[src/rtl/slip_latch_bank_arbiter.sv]
// slip_latch_bank_arbiter
// Two-requester (CPU, DSP) round-robin write controller for a small latch bank.
// Each write goes IDLE (grant) -> CAPTURE (load strobe) -> ACK (one-cycle ack).
// Entries are read back combinationally through a single read port.
module slip_latch_bank_arbiter #(
    parameter int ENTRIES = 8,
    parameter int ADDR_W  = 3,
    parameter int WIDTH   = 8
) (
    input  logic              MasterClock,
    input  logic              resetL,
    input  logic              clrAll,
    input  logic              cpuReq,
    input  logic [ADDR_W-1:0] cpuAddr,
    input  logic [WIDTH-1:0]  cpuData,
    output logic              cpuAck,
    input  logic              dspReq,
    input  logic [ADDR_W-1:0] dspAddr,
    input  logic [WIDTH-1:0]  dspData,
    output logic              dspAck,
    input  logic [ADDR_W-1:0] rdAddr,
    output logic [WIDTH-1:0]  rdData,
    output logic              busy
);

    // Requester encoding used by grant_sel_r and last_grant_r
    localparam logic SEL_CPU = 1'b0;
    localparam logic SEL_DSP = 1'b1;

    typedef enum logic [1:0] {
        ST_IDLE    = 2'd0,
        ST_CAPTURE = 2'd1,
        ST_ACK     = 2'd2
    } state_t;

    state_t              state_r;
    logic                busy_r;
    logic                cpu_ack_r;
    logic                dsp_ack_r;
    logic                grant_sel_r;
    logic                last_grant_r;
    logic [ADDR_W-1:0]   hold_addr_r;
    logic [WIDTH-1:0]    hold_data_r;
    logic                cpu_armed_r;
    logic                dsp_armed_r;
    logic [WIDTH-1:0]    entries_r [ENTRIES];

    logic                cpu_elig_s;
    logic                dsp_elig_s;
    logic                grant_valid_s;
    logic                grant_sel_s;

    assign cpu_elig_s = cpuReq & cpu_armed_r;
    assign dsp_elig_s = dspReq & dsp_armed_r;

    // Round-robin pick: on a tie the requester not named by last_grant_r wins
    always_comb begin
        grant_valid_s = 1'b0;
        grant_sel_s   = SEL_CPU;
        if (cpu_elig_s && dsp_elig_s) begin
            grant_valid_s = 1'b1;
            grant_sel_s   = (last_grant_r == SEL_DSP) ? SEL_CPU : SEL_DSP;
        end else if (cpu_elig_s) begin
            grant_valid_s = 1'b1;
            grant_sel_s   = SEL_CPU;
        end else if (dsp_elig_s) begin
            grant_valid_s = 1'b1;
            grant_sel_s   = SEL_DSP;
        end else begin
            grant_valid_s = 1'b0;
            grant_sel_s   = SEL_CPU;
        end
    end

    // Write sequencer: grant and latch holding registers, strobe, then ack
    always_ff @(posedge MasterClock or negedge resetL) begin
        if (!resetL) begin
            state_r      <= ST_IDLE;
            busy_r       <= 1'b0;
            cpu_ack_r    <= 1'b0;
            dsp_ack_r    <= 1'b0;
            grant_sel_r  <= SEL_CPU;
            last_grant_r <= SEL_DSP;
            hold_addr_r  <= {ADDR_W{1'b0}};
            hold_data_r  <= {WIDTH{1'b0}};
        end else begin
            case (state_r)
                ST_IDLE: begin
                    cpu_ack_r <= 1'b0;
                    dsp_ack_r <= 1'b0;
                    if (clrAll) begin
                        // Clear wins this cycle; pending requests wait
                        state_r <= ST_IDLE;
                        busy_r  <= 1'b0;
                    end else if (grant_valid_s) begin
                        grant_sel_r  <= grant_sel_s;
                        last_grant_r <= grant_sel_s;
                        hold_addr_r  <= (grant_sel_s == SEL_DSP) ? dspAddr : cpuAddr;
                        hold_data_r  <= (grant_sel_s == SEL_DSP) ? dspData : cpuData;
                        state_r      <= ST_CAPTURE;
                        busy_r       <= 1'b1;
                    end else begin
                        state_r <= ST_IDLE;
                        busy_r  <= 1'b0;
                    end
                end
                ST_CAPTURE: begin
                    state_r   <= ST_ACK;
                    busy_r    <= 1'b1;
                    cpu_ack_r <= (grant_sel_r == SEL_CPU);
                    dsp_ack_r <= (grant_sel_r == SEL_DSP);
                end
                ST_ACK: begin
                    state_r   <= ST_IDLE;
                    busy_r    <= 1'b0;
                    cpu_ack_r <= 1'b0;
                    dsp_ack_r <= 1'b0;
                end
                default: begin
                    state_r   <= ST_IDLE;
                    busy_r    <= 1'b0;
                    cpu_ack_r <= 1'b0;
                    dsp_ack_r <= 1'b0;
                end
            endcase
        end
    end

    // Armed flags: drop on the requester's ack, re-arm whenever its req is low
    always_ff @(posedge MasterClock or negedge resetL) begin
        if (!resetL) begin
            cpu_armed_r <= 1'b1;
            dsp_armed_r <= 1'b1;
        end else begin
            if (!cpuReq) begin
                cpu_armed_r <= 1'b1;
            end else if (cpu_ack_r) begin
                cpu_armed_r <= 1'b0;
            end else begin
                cpu_armed_r <= cpu_armed_r;
            end
            if (!dspReq) begin
                dsp_armed_r <= 1'b1;
            end else if (dsp_ack_r) begin
                dsp_armed_r <= 1'b0;
            end else begin
                dsp_armed_r <= dsp_armed_r;
            end
        end
    end

    // Latch bank: cleared in IDLE on clrAll, loaded from holding regs in CAPTURE
    always_ff @(posedge MasterClock or negedge resetL) begin
        if (!resetL) begin
            for (int i = 0; i < ENTRIES; i++) begin
                entries_r[i] <= {WIDTH{1'b0}};
            end
        end else begin
            if ((state_r == ST_IDLE) && clrAll) begin
                for (int i = 0; i < ENTRIES; i++) begin
                    entries_r[i] <= {WIDTH{1'b0}};
                end
            end else if (state_r == ST_CAPTURE) begin
                entries_r[hold_addr_r] <= hold_data_r;
            end else begin
                for (int i = 0; i < ENTRIES; i++) begin
                    entries_r[i] <= entries_r[i];
                end
            end
        end
    end

    assign rdData = entries_r[rdAddr];
    assign busy   = busy_r;
    assign cpuAck = cpu_ack_r;
    assign dspAck = dsp_ack_r;

endmodule

[config.mk]
export PLATFORM = sky130hd
export DESIGN_NAME = slip_latch_bank_arbiter
export DESIGN_NICKNAME = d
export VERILOG_FILES = /design/src/rtl/slip_latch_bank_arbiter.sv
export SDC_FILE = /design/constraint.sdc
export NUM_CORES = 1
export LEC_CHECK = 0
export CORE_MARGIN = 2
export CORE_UTILIZATION = 57
export CTS_CLUSTER_DIAMETER = 30
export CTS_CLUSTER_SIZE = 28
export DETAILED_ROUTE_END_ITERATION = 16
export MAX_ROUTING_LAYER = met4
export PLACE_DENSITY = 0.92
export SYNTH_ARGS = -nofsm -noshare
export SYNTH_HDL_FRONTEND = slang
export SYNTH_SLANG_ARGS = --single-unit
export TNS_END_PERCENT = 10
[constraint.sdc]
create_clock -name MasterClock -period 2.1 [get_ports MasterClock]
set_input_delay 0.42 -clock MasterClock [delete_from_list [all_inputs] [get_ports MasterClock]]
set_output_delay 0.42 -clock MasterClock [all_outputs]
set_load 0.005 [all_outputs]
Word level (Yosys, flattened, before mapping)
Cells that the tools add are included.
Storage, ports and cells
  bits in registers: 84
  bits in latches: 0
  RAM bits: 0
  memory bits (read-only): 0
  input bits: 30
  output and inout port bits: 11
  logic and storage cells: 64
  memories kept: 0
Operators by class
  add/subtract/negate cells: 0
  $mul: 0
  div/mod/pow operators: 0
  magnitude comparators: 3
  eq/ne operators: 3
  shift operators: 0
  muxes and demuxes: 28
  bitwise gates (word level): 6
  reduce and logical (&&, ||, !) cells: 6
Operators with widths (number)
  $mux W64: 2
  $bwmux W64: 1
  $mux W8: 4
  $bmux W8 S3: 1
  $demux W8 S3: 1
  $mux W1: 16
  $ge A4 B4 Y1 const B: 2
  $not A3 Y4: 2
  $lt A4 B1 Y1 const B: 1
  $ne A2 B1 Y1 const B: 2
  $pmux W2 S2: 1
  $logic_and A1 B1 Y1: 3
  $mux W3: 1
  $reduce_and A3 Y1: 1
  $and A1 B1 Y1: 2
  $eq A2 B1 Y1 const B: 1
  $logic_not A2 Y1: 1
  $not A1 Y1: 2
  $pmux W1 S2: 1
  $reduce_bool A2 Y1: 1

Logic depth before layout (Yosys ltp)
  depth after elaboration: 8
  depth in mapped cells: 5
  depth with buffers taken out: 3

Worst setup path after synthesis
No wires, ideal clock.
  path type: input port to output port
  start: input rdAddr[0]
  end: output rdData[1]
  data arrival time: 1462 ps
  required time: 1680 ps
  slack: 218 ps
  stages: 4
  path buffers: 2
  path through: buf_6 -> buf_12 -> mux4_1 -> mux2_2
Between the ends
  cells in the longest elaborated chain, start to end: 4
RTL lines
  from (decl): RTL line 21  | input logic [ADDR_W-1:0] rdAddr,
  $not A3 Y4 (not written as such): RTL line 173  | assign rdData = entries_r[rdAddr];
  $bmux W8 S3: RTL line 173
  $mux W8 (not written as such) (2 in a row): RTL line 173
  to (decl): RTL line 22  | output logic [WIDTH-1:0] rdData,
Every way passes these cells. The select of a mux whose other input is x is not followed.

Final worst setup path
  start: register entries_r[59] (netlist name)
  end: output rdData[3]
Between the ends
  cells in the longest elaborated chain, start to end: 3
RTL lines
  from (decl): RTL line 46  | logic [WIDTH-1:0] entries_r [ENTRIES];
  from (signal, indexed assignment): RTL line 156  | entries_r[i] <= {WIDTH{1'b0}};
  from (signal, indexed assignment): RTL line 161  | entries_r[i] <= {WIDTH{1'b0}};
  from (signal, indexed assignment): RTL line 164  | entries_r[hold_addr_r] <= hold_data_r;
  $bmux W8 S3: RTL line 173
  $mux W8 (not written as such) (2 in a row): RTL line 173
Every way passes these cells. The select of a mux whose other input is x is not followed.

==> flow_summary.yaml <==
run_status:
  status: "finished clean"
sta:
  drv_slew: 0
  min_period_ps: 2081
  fmax_mhz: 480.5
  tns_ps: 0
  fin_worst_skew_ps: 11.97
  setup_viol: 0
  hold_viol: 0
  timing.final.crit_share: 0.9910
  max-slew-margin-rel: 0.5905
  rsz0062_at_grt: "true"
  tightest_slew_ps: 614.2
synthesis:
  ys_async_sr_fraction: 1.000
  synth.largest_area_cell: "dfrtp_1"
  synth_top_cell_area_share: 0.4759
  synthTopCellsByArea: "dfrtp_1 48%, mux4_1 9.3%, o21ai_0 8.9%"
  ys_types: 33
  yosys_most_used_dff: "dfrtp_1"
  ys_seq_area_frac: 0.4944
  ys_warn_count: 0
  postSynthRegisterBits: 84
  synth_area_per_cell_um2: 10.21
  syn_nets: 447
  synth-edff-count: 0
  netlist_area_um2: 4259
  synth_cells: 417
finish:
  finalNetCount: 466
  diodes: 0
  syn_to_final_growth_pct: 16.01
  design_area_um2: 4941
  drive_gt1_frac: 0.1791
  fin_cells: 540
  fin_util: 0.6812
setup_path:
  cp_slowest_cell: "mux4_2"
  critPathCaptureType: "output port"
  path_cells: "mux4_2 > mux2_4 > buf_6"
  reg2reg_depth: 4
  arrival_ps: 1660
  cpPeakStageDelay_ps: 490
  r2r_start: "state_r[1]"
  r2r_end: "entries_r[14]"
  crit_type: "reg -> out"
  worstPathMaxFanout: 2
  worst_ep_required_time_ps: 1680
  ff2ff_setup_slack_ps: 500
  start_kind: "register"
global_route:
  grt_start_max_net_pins: 65
  grt_pass1_vias: 3686
  antenna_found_initial: 0
  overflow: 0
  grt_usage: 0.3101
  grt_pass1_wl_um: 19290
routing:
  dr.pass1.iters: 5
  totalWireLength_um: 11800
  drt_iter0_markers: 630
  vias_per_cell: 6.887
  wire_per_inst_um: 21.84
  vias: 3719
  detail-route-antenna-nets: 0
  drc_errors: 0
min_path:
  worstHoldPathType: "in -> async"
clock_tree:
  cts_root_buf: "clkbuf_8"
  postCtsHoldBufs: 0
  cts_tree: "yes"
  clk_pin_slew_worst_paths_ps: 80
  cts_buffers: 9
  clk_latency_ps: 360
  clock_path_buffers: 2
  clkSinkCount: 84
  htree_levels: 3
power_and_ir_drop:
  power.leakage_nw: 2.008
  power_density_nw_per_um2: 1008
  ir_drop_mv: 0.5463
floorplan:
  initial_core_util: 0.5872
  die_w_um: 90.44
  fp.dieH_um: 90.44
  die-area_um2: 8179
  num_rows: 31
  fp.coreArea_um2: 7253
  pin_count: 41
place:
  post-place-cells: 521
  portBuffers: 40
  globalplace.congestion: 0.9315
  placed_area_um2: 4731
  hpwl_um: 7483
flow_run:
  cap_violations: 0
-- report_power, final --
part	leakage, nW	switching (mW)	total, mW	internal [mW]
registers	1.12	0.417	2.33	1.91
clock network	0.110	0.558	1.24	0.682
logic	0.780	0.851	1.41	0.559
-- layer usage --
layer / routed length (um) / track usage / vias up
li1: - / - / 1581
met1: 4292 / 0.3945 / 1781
met2: 5673 / 0.4699 / 314
met3: 1439 / 0.1002 / 43
met4: 389 / 0.1167 / 0
met5: 0 / - / -
-- timing repair --
item | in CTS | in global routing
endpoints found under the setup margin | 8 | 8
buffers inserted | 1 | 0
gates resized for setup | 44 | 11
gates cloned | 2 | 0
-- through the flow --
step / worst slack [ps] / hold WS, ps / total power [mW]
detailed placement: -732.5 / 429.1 / 3.665
CTS: -56.58 / 49.73 / 4.924
floorplan: 217.8 / 124.4 / 3.130
finish: 18.83 / 35.47 / 4.980
global placement: -680.2 / 420.2 / 3.584
global route: -7.490 / 81.68 / 5.192
-- registers in the layout, indices dropped and copies added, names as in the netlist --
name / count
entries_r: 64
grant_sel_r: 1
state_r: 2
dsp_armed_r: 1
cpuAck: 1
cpu_armed_r: 1
busy: 1
dspAck: 1
hold_data_r: 8
hold_addr_r: 3
last_grant_r: 1
-- layout by cell type, fill, tap and decap left out, types with 2 or more instances in the layout --
cell type	synthesis	layout
nor2b_1	2	2
clkbuf_8	0	13
inv_1	3	3
nor2_1	3	3
clkdlybuf4s50_1	0	29
nand3_1	65	65
nor3b_2	1	2
buf_6	1	2
nand2_1	2	2
o21ai_1	2	2
clkbuf_2	0	6
and2_1	3	3
mux2_2	10	7
dfrtp_1	81	81
nand2b_1	3	3
a21oi_1	64	64
buf_4	1	16
buf_12	1	4
clkbuf_1	36	2
mux4_2	1	16
dfstp_2	3	3
mux2_4	0	3
a2bb2oi_1	11	11
o21ai_0	76	76
a311oi_1	11	11
-- cells in the mapped netlist (2+ instances only) --
cell,n
nor2b_1,2
a311oi_1,11
a21oi_1,64
mux2_2,10
mux4_1,15
nand2b_1,3
buf_2,8
dfrtp_1,81
nand3_1,65
and2_1,3
nor2_1,3
clkbuf_1,36
o21ai_1,2
buf_1,5
nand2_1,2
a2bb2oi_1,11
dfstp_2,3
inv_1,3
o21ai_0,76
-- worst max path at each step --
stage,startpoint,to,slack [ps],cells after the start
finish,entries_r[59],rdData[3],20,3
global route,entries_r[59],rdData[3],-7,3
global placement,rdAddr[0],rdData[3],-680,5
CTS,entries_r[25],rdData[1],-60,3
floorplan,rdAddr[0],rdData[1],220,4
detailed placement,rdAddr[0],rdData[1],-730,5
-- final cells by class --
| cell class | count | area [um^2] |
|---|---|---|
| Clock buffer | 15 | 186.4 |
| Multi-Input combinational cell | 278 | 1869 |
| Sequential cell | 84 | 2106 |
| Fill cell | 524 | 2312 |
| Timing Repair Buffer | 60 | 614.3 |
| Tap cell | 99 | 123.9 |
| Inverter | 3 | 11.26 |
| Clock inverter | 1 | 30.03 |
-- cells by family (layout without fill, tap and decap cells) --
kind of cell    Yosys count  count (layout)  share of synthesized area
compound gates          165             165                     0.2139
simple gates             87              87                     0.1102
flops                    84              84                     0.4944
buf+inv                  55              79                    0.05729
mux                      26              26                     0.1243
-- worst max-delay path, delay by kind of cell, from the launching register on --
family | cells | cell delay (ps)
flops | 1 | 410
mux | 2 | 780
buf+inv | 1 | 110
Note: power is estimated with default switching activity, not from simulation.
